### config.mk
export PLATFORM = sky130hd
export DESIGN_NAME = pi_round_controller_flat
export DESIGN_NICKNAME = d
export VERILOG_FILES = /design/src/rtl/pi_ctrl_pkg.sv /design/src/rtl/pi_round_controller_if.sv /design/src/rtl/pi_red_counter.sv /design/src/rtl/pi_round_controller.sv /design/src/flat_wrapper.sv
export SDC_FILE = /design/constraint.sdc
export NUM_CORES = 1
export LEC_CHECK = 0
export BUFFER_PORTS_ARGS = -buffer_cell sky130_fd_sc_hd__buf_2
export CORE_MARGIN = 2
export CORE_UTILIZATION = 50
export DETAILED_ROUTE_END_ITERATION = 16
export PLACE_DENSITY = 0.77
export SLEW_MARGIN = 20
export SYNTH_ARGS = -nofsm -noshare
export SYNTH_HDL_FRONTEND = slang
export SYNTH_SLANG_ARGS = --single-unit
### constraint.sdc
create_clock -name clk -period 2.4 [get_ports clk]
set_input_delay 0.24 -clock clk [delete_from_list [all_inputs] [get_ports clk]]
set_output_delay 0.24 -clock clk [all_outputs]
set_load 0.03 [all_outputs]
### src/rtl/pi_ctrl_pkg.sv
// Shared definitions for the lane-permutation round controller:
// state encoding, default limits and strobe-vector bit positions.
package pi_ctrl_pkg;

    localparam int NUM_STEPS_DEF = 24;
    localparam int MAX_RED_DEF   = 4;
    localparam int CNT_W_DEF     = 5;

    typedef enum logic [3:0] {
        ST_IDLE  = 4'd0,
        ST_INIT  = 4'd1,
        ST_READ  = 4'd2,
        ST_LATCH = 4'd3,
        ST_REDJ  = 4'd4,
        ST_REDI  = 4'd5,
        ST_WRITE = 4'd6,
        ST_UPD   = 4'd7,
        ST_FIN   = 4'd8,
        ST_ERR   = 4'd9
    } state_e;

    localparam int SB_IJEN     = 12;
    localparam int SB_INITLINE = 11;
    localparam int SB_READ     = 10;
    localparam int SB_WRITEVAL = 9;
    localparam int SB_IJREGEN  = 8;
    localparam int SB_FB3J     = 7;
    localparam int SB_FBEQ     = 6;
    localparam int SB_ISARITH  = 5;
    localparam int SB_ENABLE   = 4;
    localparam int SB_ALUOP    = 3;
    localparam int SB_WRITE    = 2;
    localparam int SB_UPDATE   = 1;
    localparam int SB_FINISHED = 0;
    localparam int SB_W        = 13;

endpackage

### src/rtl/pi_round_controller_if.sv
// Control/status bundle between the round controller (master) and the
// top level plus permutation datapath (slave).
interface pi_round_controller_if #(
    parameter int CNT_W = 5
);
    import pi_ctrl_pkg::*;

    // start is a request held until ready is seen; it is only honoured
    // on a cycle where ready=1, otherwise it is ignored.
    logic             start;
    logic             ready;
    logic             busy;
    logic             finished;
    logic             error;
    logic [CNT_W-1:0] step_count;
    logic             IJen, initLine, read, writeVal, IJregen;
    logic             fb3j, fbeq, isArith, enable, ALUop, write, update;
    logic             sign3j, signeq, sign, eq, done;
    state_e           dbg_state;

    modport master (
        input  start, sign3j, signeq, sign, eq, done,
        output ready, busy, finished, error, step_count,
        output IJen, initLine, read, writeVal, IJregen,
        output fb3j, fbeq, isArith, enable, ALUop, write, update,
        output dbg_state
    );

    modport slave (
        output start, sign3j, signeq, sign, eq, done,
        input  ready, busy, finished, error, step_count,
        input  IJen, initLine, read, writeVal, IJregen,
        input  fb3j, fbeq, isArith, enable, ALUop, write, update,
        input  dbg_state
    );

endinterface

### src/rtl/pi_red_counter.sv
// Saturating cycle counter bounding one mod-5 reduction loop.
module pi_red_counter #(
    parameter int MAX_RED = 4
) (
    input  logic clk,
    input  logic rst,
    input  logic clr,
    input  logic inc,
    output logic at_max
);
    localparam int W = (MAX_RED > 1) ? $clog2(MAX_RED) : 1;

    logic [W-1:0] cnt_q, cnt_d;

    assign at_max = (cnt_q == W'(MAX_RED - 1));

    always_comb begin
        cnt_d = cnt_q;
        if (clr) begin
            cnt_d = '0;
        end else if (inc && !at_max) begin
            cnt_d = cnt_q + W'(1);
        end
    end

    always_ff @(posedge clk or posedge rst) begin
        if (rst) begin
            cnt_q <= '0;
        end else begin
            cnt_q <= cnt_d;
        end
    end

endmodule

### src/rtl/pi_round_controller.sv
// Sequencer for the 5x5 lane-permutation datapath: init, per-step
// read/latch/reduce/write/update, bounded by a step and reduction budget.
module pi_round_controller
    import pi_ctrl_pkg::*;
#(
    parameter int NUM_STEPS = NUM_STEPS_DEF,
    parameter int MAX_RED   = MAX_RED_DEF,
    parameter int CNT_W     = CNT_W_DEF
) (
    input  logic clk,
    input  logic rst,
    pi_round_controller_if.master bus
);
    state_e            state_q, state_d;
    logic [CNT_W-1:0]  step_q, step_d;
    logic              error_q, error_d;
    logic [SB_W-1:0]   sb_q, sb_d;
    logic              red_clr, red_inc, red_at_max, start_acc;

    pi_red_counter #(.MAX_RED(MAX_RED)) u_red (
        .clk    (clk),
        .rst    (rst),
        .clr    (red_clr),
        .inc    (red_inc),
        .at_max (red_at_max)
    );

    always_comb begin
        state_d   = state_q;
        step_d    = step_q;
        red_clr   = 1'b0;
        red_inc   = 1'b0;
        start_acc = 1'b0;
        case (state_q)
            ST_IDLE, ST_ERR: begin
                if (bus.start) begin
                    start_acc = 1'b1;
                    step_d    = '0;
                    state_d   = ST_INIT;
                end
            end
            ST_INIT:  state_d = ST_READ;
            ST_READ:  state_d = ST_LATCH;
            ST_LATCH: begin
                red_clr = 1'b1;
                state_d = ST_REDJ;
            end
            ST_REDJ: begin
                if (bus.sign) begin
                    red_clr = 1'b1;
                    state_d = ST_REDI;
                end else if (red_at_max) begin
                    state_d = ST_ERR;
                end else begin
                    red_inc = 1'b1;
                end
            end
            ST_REDI: begin
                if (bus.signeq) begin
                    state_d = ST_WRITE;
                end else if (red_at_max) begin
                    state_d = ST_ERR;
                end else begin
                    red_inc = 1'b1;
                end
            end
            ST_WRITE: state_d = ST_UPD;
            ST_UPD: begin
                step_d = step_q + CNT_W'(1);
                // done beats budget exhaustion on the same step
                if (bus.done) begin
                    state_d = ST_FIN;
                end else if (step_q + CNT_W'(1) == CNT_W'(NUM_STEPS)) begin
                    state_d = ST_ERR;
                end else begin
                    state_d = ST_READ;
                end
            end
            ST_FIN:  state_d = ST_IDLE;
            default: state_d = ST_IDLE;
        endcase

        error_d = error_q;
        if (state_d == ST_ERR) begin
            error_d = 1'b1;
        end else if (start_acc) begin
            error_d = 1'b0;
        end

        // Strobes are decoded from the next state so they register alongside it
        sb_d = '0;
        case (state_d)
            ST_INIT: begin
                sb_d[SB_IJEN]     = 1'b1;
                sb_d[SB_INITLINE] = 1'b1;
            end
            ST_READ: begin
                sb_d[SB_READ]     = 1'b1;
                sb_d[SB_WRITEVAL] = 1'b1;
            end
            ST_LATCH: sb_d[SB_IJREGEN] = 1'b1;
            ST_REDJ: begin
                sb_d[SB_ALUOP] = 1'b1;
                sb_d[SB_FB3J]  = (state_q == ST_REDJ);
            end
            ST_REDI: begin
                sb_d[SB_ALUOP]   = 1'b1;
                sb_d[SB_ISARITH] = 1'b1;
                sb_d[SB_ENABLE]  = 1'b1;
                sb_d[SB_FBEQ]    = (state_q == ST_REDI);
            end
            ST_WRITE: sb_d[SB_WRITE]    = 1'b1;
            ST_UPD:   sb_d[SB_UPDATE]   = 1'b1;
            ST_FIN:   sb_d[SB_FINISHED] = 1'b1;
            default:  sb_d = '0;
        endcase
    end

    always_ff @(posedge clk or posedge rst) begin
        if (rst) begin
            state_q <= ST_IDLE;
            step_q  <= '0;
            error_q <= 1'b0;
            sb_q    <= '0;
        end else begin
            state_q <= state_d;
            step_q  <= step_d;
            error_q <= error_d;
            sb_q    <= sb_d;
        end
    end

    assign bus.ready      = (state_q == ST_IDLE) || (state_q == ST_ERR);
    assign bus.busy       = !((state_q == ST_IDLE) || (state_q == ST_ERR));
    assign bus.error      = error_q;
    assign bus.step_count = step_q;
    assign bus.dbg_state  = state_q;
    assign bus.IJen       = sb_q[SB_IJEN];
    assign bus.initLine   = sb_q[SB_INITLINE];
    assign bus.read       = sb_q[SB_READ];
    assign bus.writeVal   = sb_q[SB_WRITEVAL];
    assign bus.IJregen    = sb_q[SB_IJREGEN];
    assign bus.fb3j       = sb_q[SB_FB3J];
    assign bus.fbeq       = sb_q[SB_FBEQ];
    assign bus.isArith    = sb_q[SB_ISARITH];
    assign bus.enable     = sb_q[SB_ENABLE];
    assign bus.ALUop      = sb_q[SB_ALUOP];
    assign bus.write      = sb_q[SB_WRITE];
    assign bus.update     = sb_q[SB_UPDATE];
    assign bus.finished   = sb_q[SB_FINISHED];

endmodule
### src/flat_wrapper.sv
// flat-port wrapper written by rule: the top's interface ports become plain ports
module pi_round_controller_flat import pi_ctrl_pkg::*;
#(
    parameter int NUM_STEPS = NUM_STEPS_DEF,
    parameter int MAX_RED   = MAX_RED_DEF,
    parameter int CNT_W     = CNT_W_DEF
)
  (clk, rst, bus_start, bus_sign3j, bus_signeq, bus_sign, bus_eq, bus_done, bus_ready, bus_busy, bus_finished, bus_error, bus_step_count, bus_IJen, bus_initLine, bus_read, bus_writeVal, bus_IJregen, bus_fb3j, bus_fbeq, bus_isArith, bus_enable, bus_ALUop, bus_write, bus_update, bus_dbg_state);
  pi_round_controller_if #(.CNT_W(CNT_W)) bus_i ();
  input  logic clk;
  input  logic rst;
  input wire logic [$bits(bus_i.start)-1:0] bus_start;
  input wire logic [$bits(bus_i.sign3j)-1:0] bus_sign3j;
  input wire logic [$bits(bus_i.signeq)-1:0] bus_signeq;
  input wire logic [$bits(bus_i.sign)-1:0] bus_sign;
  input wire logic [$bits(bus_i.eq)-1:0] bus_eq;
  input wire logic [$bits(bus_i.done)-1:0] bus_done;
  output wire logic [$bits(bus_i.ready)-1:0] bus_ready;
  output wire logic [$bits(bus_i.busy)-1:0] bus_busy;
  output wire logic [$bits(bus_i.finished)-1:0] bus_finished;
  output wire logic [$bits(bus_i.error)-1:0] bus_error;
  output wire logic [$bits(bus_i.step_count)-1:0] bus_step_count;
  output wire logic [$bits(bus_i.IJen)-1:0] bus_IJen;
  output wire logic [$bits(bus_i.initLine)-1:0] bus_initLine;
  output wire logic [$bits(bus_i.read)-1:0] bus_read;
  output wire logic [$bits(bus_i.writeVal)-1:0] bus_writeVal;
  output wire logic [$bits(bus_i.IJregen)-1:0] bus_IJregen;
  output wire logic [$bits(bus_i.fb3j)-1:0] bus_fb3j;
  output wire logic [$bits(bus_i.fbeq)-1:0] bus_fbeq;
  output wire logic [$bits(bus_i.isArith)-1:0] bus_isArith;
  output wire logic [$bits(bus_i.enable)-1:0] bus_enable;
  output wire logic [$bits(bus_i.ALUop)-1:0] bus_ALUop;
  output wire logic [$bits(bus_i.write)-1:0] bus_write;
  output wire logic [$bits(bus_i.update)-1:0] bus_update;
  output wire logic [$bits(bus_i.dbg_state)-1:0] bus_dbg_state;
  assign bus_i.start = bus_start;
  assign bus_i.sign3j = bus_sign3j;
  assign bus_i.signeq = bus_signeq;
  assign bus_i.sign = bus_sign;
  assign bus_i.eq = bus_eq;
  assign bus_i.done = bus_done;
  assign bus_ready = bus_i.ready;
  assign bus_busy = bus_i.busy;
  assign bus_finished = bus_i.finished;
  assign bus_error = bus_i.error;
  assign bus_step_count = bus_i.step_count;
  assign bus_IJen = bus_i.IJen;
  assign bus_initLine = bus_i.initLine;
  assign bus_read = bus_i.read;
  assign bus_writeVal = bus_i.writeVal;
  assign bus_IJregen = bus_i.IJregen;
  assign bus_fb3j = bus_i.fb3j;
  assign bus_fbeq = bus_i.fbeq;
  assign bus_isArith = bus_i.isArith;
  assign bus_enable = bus_i.enable;
  assign bus_ALUop = bus_i.ALUop;
  assign bus_write = bus_i.write;
  assign bus_update = bus_i.update;
  assign bus_dbg_state = bus_i.dbg_state;
  pi_round_controller #(.NUM_STEPS(NUM_STEPS), .MAX_RED(MAX_RED), .CNT_W(CNT_W)) u_core (.clk(clk), .rst(rst), .bus(bus_i));
endmodule
== Yosys cells after proc, flatten, opt, wreduce, memory -nomap -nowiden ==
Cells that the tools add are included.
Storage, ports and cells
  register bits: 25
  input port bits: 8
  output and inout port bits: 25
  logic and storage cells: 68
Cells by class
  add/subtract/negate cells: 2
  equality and inequality tests: 20
  mux-type cells: 30
  reduce and logical (&&, ||, !) cells: 11
Operator list (number)
  4-bit by 3-bit == test with 1-bit output (second input constant): 8
  4-bit case mux with 8 select lines: 1
  4-bit 2-to-1 mux: 6
  4-bit by 2-bit == test with 1-bit output (second input constant): 4
  1-bit 2-to-1 mux: 14
  4-bit == test (second input constant): 3
  5-bit case mux with 2 select lines: 1
  4-bit by 1-bit == test with 1-bit output (second input constant): 2
  2-bit 2-to-1 mux: 4
  2-bit nonzero test: 3
  5-bit by 1-bit adder with 5-bit output (second input constant): 1
  5-bit == test (second input constant): 1
  5-bit 2-to-1 mux: 1
  4-bit zero test: 1
  1-bit case mux with 2 select lines: 2
  2-bit OR reduction: 2
  3-bit 2-to-1 mux: 1
  2-bit by 1-bit adder with 2-bit output (second input constant): 1
  2-bit == test (second input constant): 1
  1-bit zero test: 2
  2-bit != test (second input constant): 1
  2-bit AND reduction: 1
  1-bit logical AND: 1
  1-bit logical OR: 1

== Depth between registers and ports, before layout ==
  depth in word-level cells: 8
  gate-level depth with buffers: 7
  mapped depth without buffers: 6

== Hierarchy ==
Synthesis repeated with hierarchy kept, for this count alone.
Second synthesis, totals
  cell total of the unflattened synthesis: 109
  area total of the unflattened synthesis: 1207.4 um2
Modules (own cells, without submodules)
  pi_round_controller: times used 1, cells each 98, area each 1079.8 um2
  pi_red_counter: times used 1, cells each 11, area each 127.6 um2

== Worst setup path after synthesis ==
No wires, ideal clock.
  kind: flip-flop to flip-flop
  from: reg u_core.state_q[3] (netlist: u_core.bus.dbg_state[3])
  to: reg u_core.error_q (netlist: u_core.bus.error)
  setup time: 121 ps
  data arrival time: 2108 ps
  required time: 2279 ps
  setup slack: 171 ps
  stages on the path, launching flop included: 8
  path buffers: 1
  path through: dfrtp_1 > buf_4 > or3b_1 > or2_1 > o221ai_2 > o21ai_2 > or3_1 > a22o_1
Between the ends
  longest elaborated chain between the ends: 5
  elaborated cells on any way between the ends: 19
  those cells by class: eq/ne: 9; mux: 7; reduce/logical: 3
Ends and longest elaborated chain
  from (decl): RTL line pi_round_controller.sv:14  | state_e state_q, state_d;
  from (signal assigned): RTL line pi_round_controller.sv:126  | state_q <= state_d;
  4-bit == test, or another cell as far along: RTL line pi_round_controller.sv:34  | case (state_q)
  2-bit OR reduction, or another cell as far along: RTL line pi_round_controller.sv:34
  4-bit case mux with 8 select lines: RTL line pi_round_controller.sv:34
  4-bit == test: RTL line pi_round_controller.sv:84  | if (state_d == ST_ERR) begin
  1-bit 2-to-1 mux / 2-bit nonzero test (equally long branches)
  to (signal assigned): RTL line pi_round_controller.sv:128  | error_q <= error_d;
  to (decl): RTL line pi_round_controller.sv:16  | logic error_q, error_d;
Several ways; a longest one is shown, not always the timed one.
A chain may end at the register's enable or synchronous reset.

== Final worst setup path ==
  from: reg u_core.state_q[2] (netlist: u_core.bus.dbg_state[2])
  to: reg u_core.error_q (netlist: u_core.bus.error)
Same word-level chain as after synthesis.

==> summary.md <==
| Metric | Value |
|---|---|
| Async S/R FF share, synth | `100%` |
| Sequential share of power | `a little under a third` |
| Layout cells sized above 1 | `32.9%` |
| Highest clock rate | `451 MHz` |
| Type of the most critical hold path | `input pin to async pin` |
| Share of the synthesized area in the top cell type | `47.6%` |
| RSZ-0062 raised after global routing | `no` |
| Synth area leaders | `dfrtp_1 (48%), o21ai_0 (3.0%), nor3_1 (2.6%)` |
| H-tree levels | `1` |
| CTS Sinks | `22` |
| Worst Path Arrival | `2.44 ns` |
| Global route total overflow | `0` |
| Remaining routing DRC violations | `0` |
| Switching part of the total | `46.7%` |
| Most common cell in the netlist | `dfrtp_1` |
| Finished Layout Cells | `174` |
| Fin. max-slew vios | `0` |
| Net load switching power | `860 uW` |
| Worst Setup Start Kind | `flop` |
| Detail Route Antenna Nets | `0` |
| Pwr dens | `1340 nW/um2` |
| Setup Buffers After CTS | `0` |
| CTS tree | `done` |
| Static leakage | `0.706 nW` |
| Die Span Y | `52.1 um` |
| Largest net degree at the start of global routing | `23` |
| Die Width | `52.1 um` |
| Syn Area/Cell | `about 10 um2` |
| Via/cell ratio | `roughly 5.4` |
| Ant diodes | `0` |
| Via count of the first global-routing pass | `886` |
| Fin crit share | `92.4%` |
| Power, Total | `1.84 mW` |
| Max Buffers Root-to-Sink | `2` |
| Post-synthesis cell count | `~120` |
| Post-DP HPWL | `1750 um` |
| Hold Violations, Final | `0` |
| Die area | `2720 um2` |
| Core ar. | `between 2000 and 2500 um2` |
| Initial Util | `52.8%` |
| WL final | `2400 um` |
| Skew-Pair Late Insertion Delay | `0.32 ns` |
| Int Power | `982 uW` |
| Clk network pwr share | `15.7%` |
| GRT Total Usage | `between 10% and 20%` |
| Fin worst setup slack | `0.183 ns` |
| Synthesized flop and latch total | `22` |
| Netlist cell types | `43` |
| Hold buffers post-CTS | `0` |
| Synth top cells by count | `dfrtp_1 (22), nand2_1 (8), nor2_1 (8)` |
| Crit-path max FO | `9` |
| First-pass GRT wire length | `approximately 3800 um` |
| Root Buffer | `clkbuf_4` |
| EDFF count, synth | `0` |
| # IOs | `33` |
| Status | `finished clean` |
| Setup-failing EPs final | `0` |
| Yosys warning count | `0` |
| Main synth FF type | `dfrtp_1` |
| Initial antenna violation count | `0` |
| P&R area growth vs syn | `19.1%` |
| Setup TNS | `0 ns` |
| Share of total power in combinational logic | `between 50% and 60%` |
| Worst VDD drop | `0.000631 V` |
| Final net count | `157` |
| Syn_nets | `about 130` |
| Routability cong. | `0.868` |
| TritonCTS Buffers | `3` |
| Num rows | `17` |
| Critical Path End Type | `flop` |
| Fin crit period | `2.22 ns` |
| Kind of critical path | `flop to flop` |
| Pre-Repair DR Iteration Count | `4` |
| Via count | `948` |
| Slew @ Worst Pin | `0.815 ns` |
| # port buffers | `30` |
| Mapped Area | `1160 um2` |
| DP Worst Slack | `0.216 ns` |
| Post_cts resized | `0` |
| Final setup skew | `0.00787 ns` |
| Sequential share of the synthesized area | `between 40% and 50%` |
| Area leader, netlist | `dfrtp_1` |
| WL per Instance | `between 10 and 15 um` |
| Max Cap Viol | `0` |
| Worst slew margin | `45.6%` |
| Placed cell count | `170` |
| Iter 0 DRT Violations | `11` |
| Clk slew on worst S/H paths | `0.13 ns` |
| Critical path data required time | `2.62 ns` |
-- placed cells by master, fill, tap and decap left out, drive strengths merged, types with 2 or more instances in the layout --
cell type	count
a21oi	5
dfrtp	22
inv	6
nand2	8
a21o	3
or3	2
and3	2
o21ai	8
clkbuf	3
nand2b	3
or2	2
and2	3
nor2b	5
nand3	4
buf	33
nor3	6
nor2	8
nor4	2
o31ai	2
xor2	2
ha	2
and2b	2
-- logic make-up after synthesis --
family,share of synthesized area (%)
fa+ha+maj,2.16
simple gates,26.4
xor+xnor,2.27
mux,0.865
flops,47.6
buf+inv,5.30
compound gates,15.5
-- flip-flops by register name (all words and copies together) (netlist names) --
name                   cells
u_core.sb_q               10
u_core.bus.dbg_state       4
u_core.bus.step_count      5
u_core.u_red.cnt_q         2
u_core.bus.error           1
-- area by class of cell --
cell class                      instances  area [um2]
Clock buffer                            3        22.5
Clock inverter                          1        30.0
Fill cell                             186         812
Inverter                                6        22.5
Multi-Input combinational cell         81         546
Sequential cell                        22         551
Tap cell                               28        35.0
Timing Repair Buffer                   33         173
-- per-stage QoR --
stage / util, % / area [um2] / hold WS, ns
floorplan: - / 1160 / 0.229
global placement: 60.5 / 1330 / 0.422
detailed placement: 60.5 / 1330 / 0.447
CTS: 62.9 / 1380 / 0.0718
global route: 62.9 / 1380 / 0.102
finish: 62.9 / 1380 / 0.0518
-- path summary, 6_finish.rpt --
| kind | start | endpoint | slack, ns | depth (start not counted) |
|---|---|---|---|---|
| setup / recovery | u_core.bus.dbg_state[2] | u_core.bus.error | 0.18 | 6 |
| hold / removal | rst | u_core.sb_q[0] | 0.05 | 2 |
| setup reg to reg | u_core.bus.dbg_state[2] | u_core.bus.error | 0.18 | 6 |
| hold reg to reg | u_core.bus.error | u_core.bus.error | 0.52 | 1 |
| max in group asynchronous | rst | u_core.sb_q[2] | 1.84 | 2 |
| min in group clk | bus_signeq | u_core.sb_q[6] | 0.10 | 2 |
-- power by group through the flow --
stage | Sequential, mW | Combinational [mW] | Clock [mW]
2_1_floorplan | 0.735 | 0.592 | 0
3_3_place_gp | 0.576 | 0.959 | 0
3_5_place_dp | 0.580 | 0.978 | 0
4_1_cts | 0.573 | 0.988 | 0.292
5_1_grt | 0.592 | 1.07 | 0.309
6_report | 0.573 | 0.980 | 0.289
-- critical path, stage by stage, from the launching register on --
cell	delay (ns)
dfrtp_1	0.50
or3b_1	0.43
or2_1	0.27
o221ai_2	0.25
o21ai_2	0.15
or3_1	0.33
a22o_1	0.19
-- per-layer routing --
| metal | vias up | track usage [%] | routed length (um) |
|---|---|---|---|
| met3 | 4 | 2.87 | 123 |
| met5 | - | 0 | 0 |
| met4 | 0 | 9.21 | 32 |
| met1 | 458 | 23.9 | 1050 |
| li1 | 458 | - | - |
| met2 | 28 | 34.0 | 1200 |
Note: power is estimated with default switching activity, not from simulation.
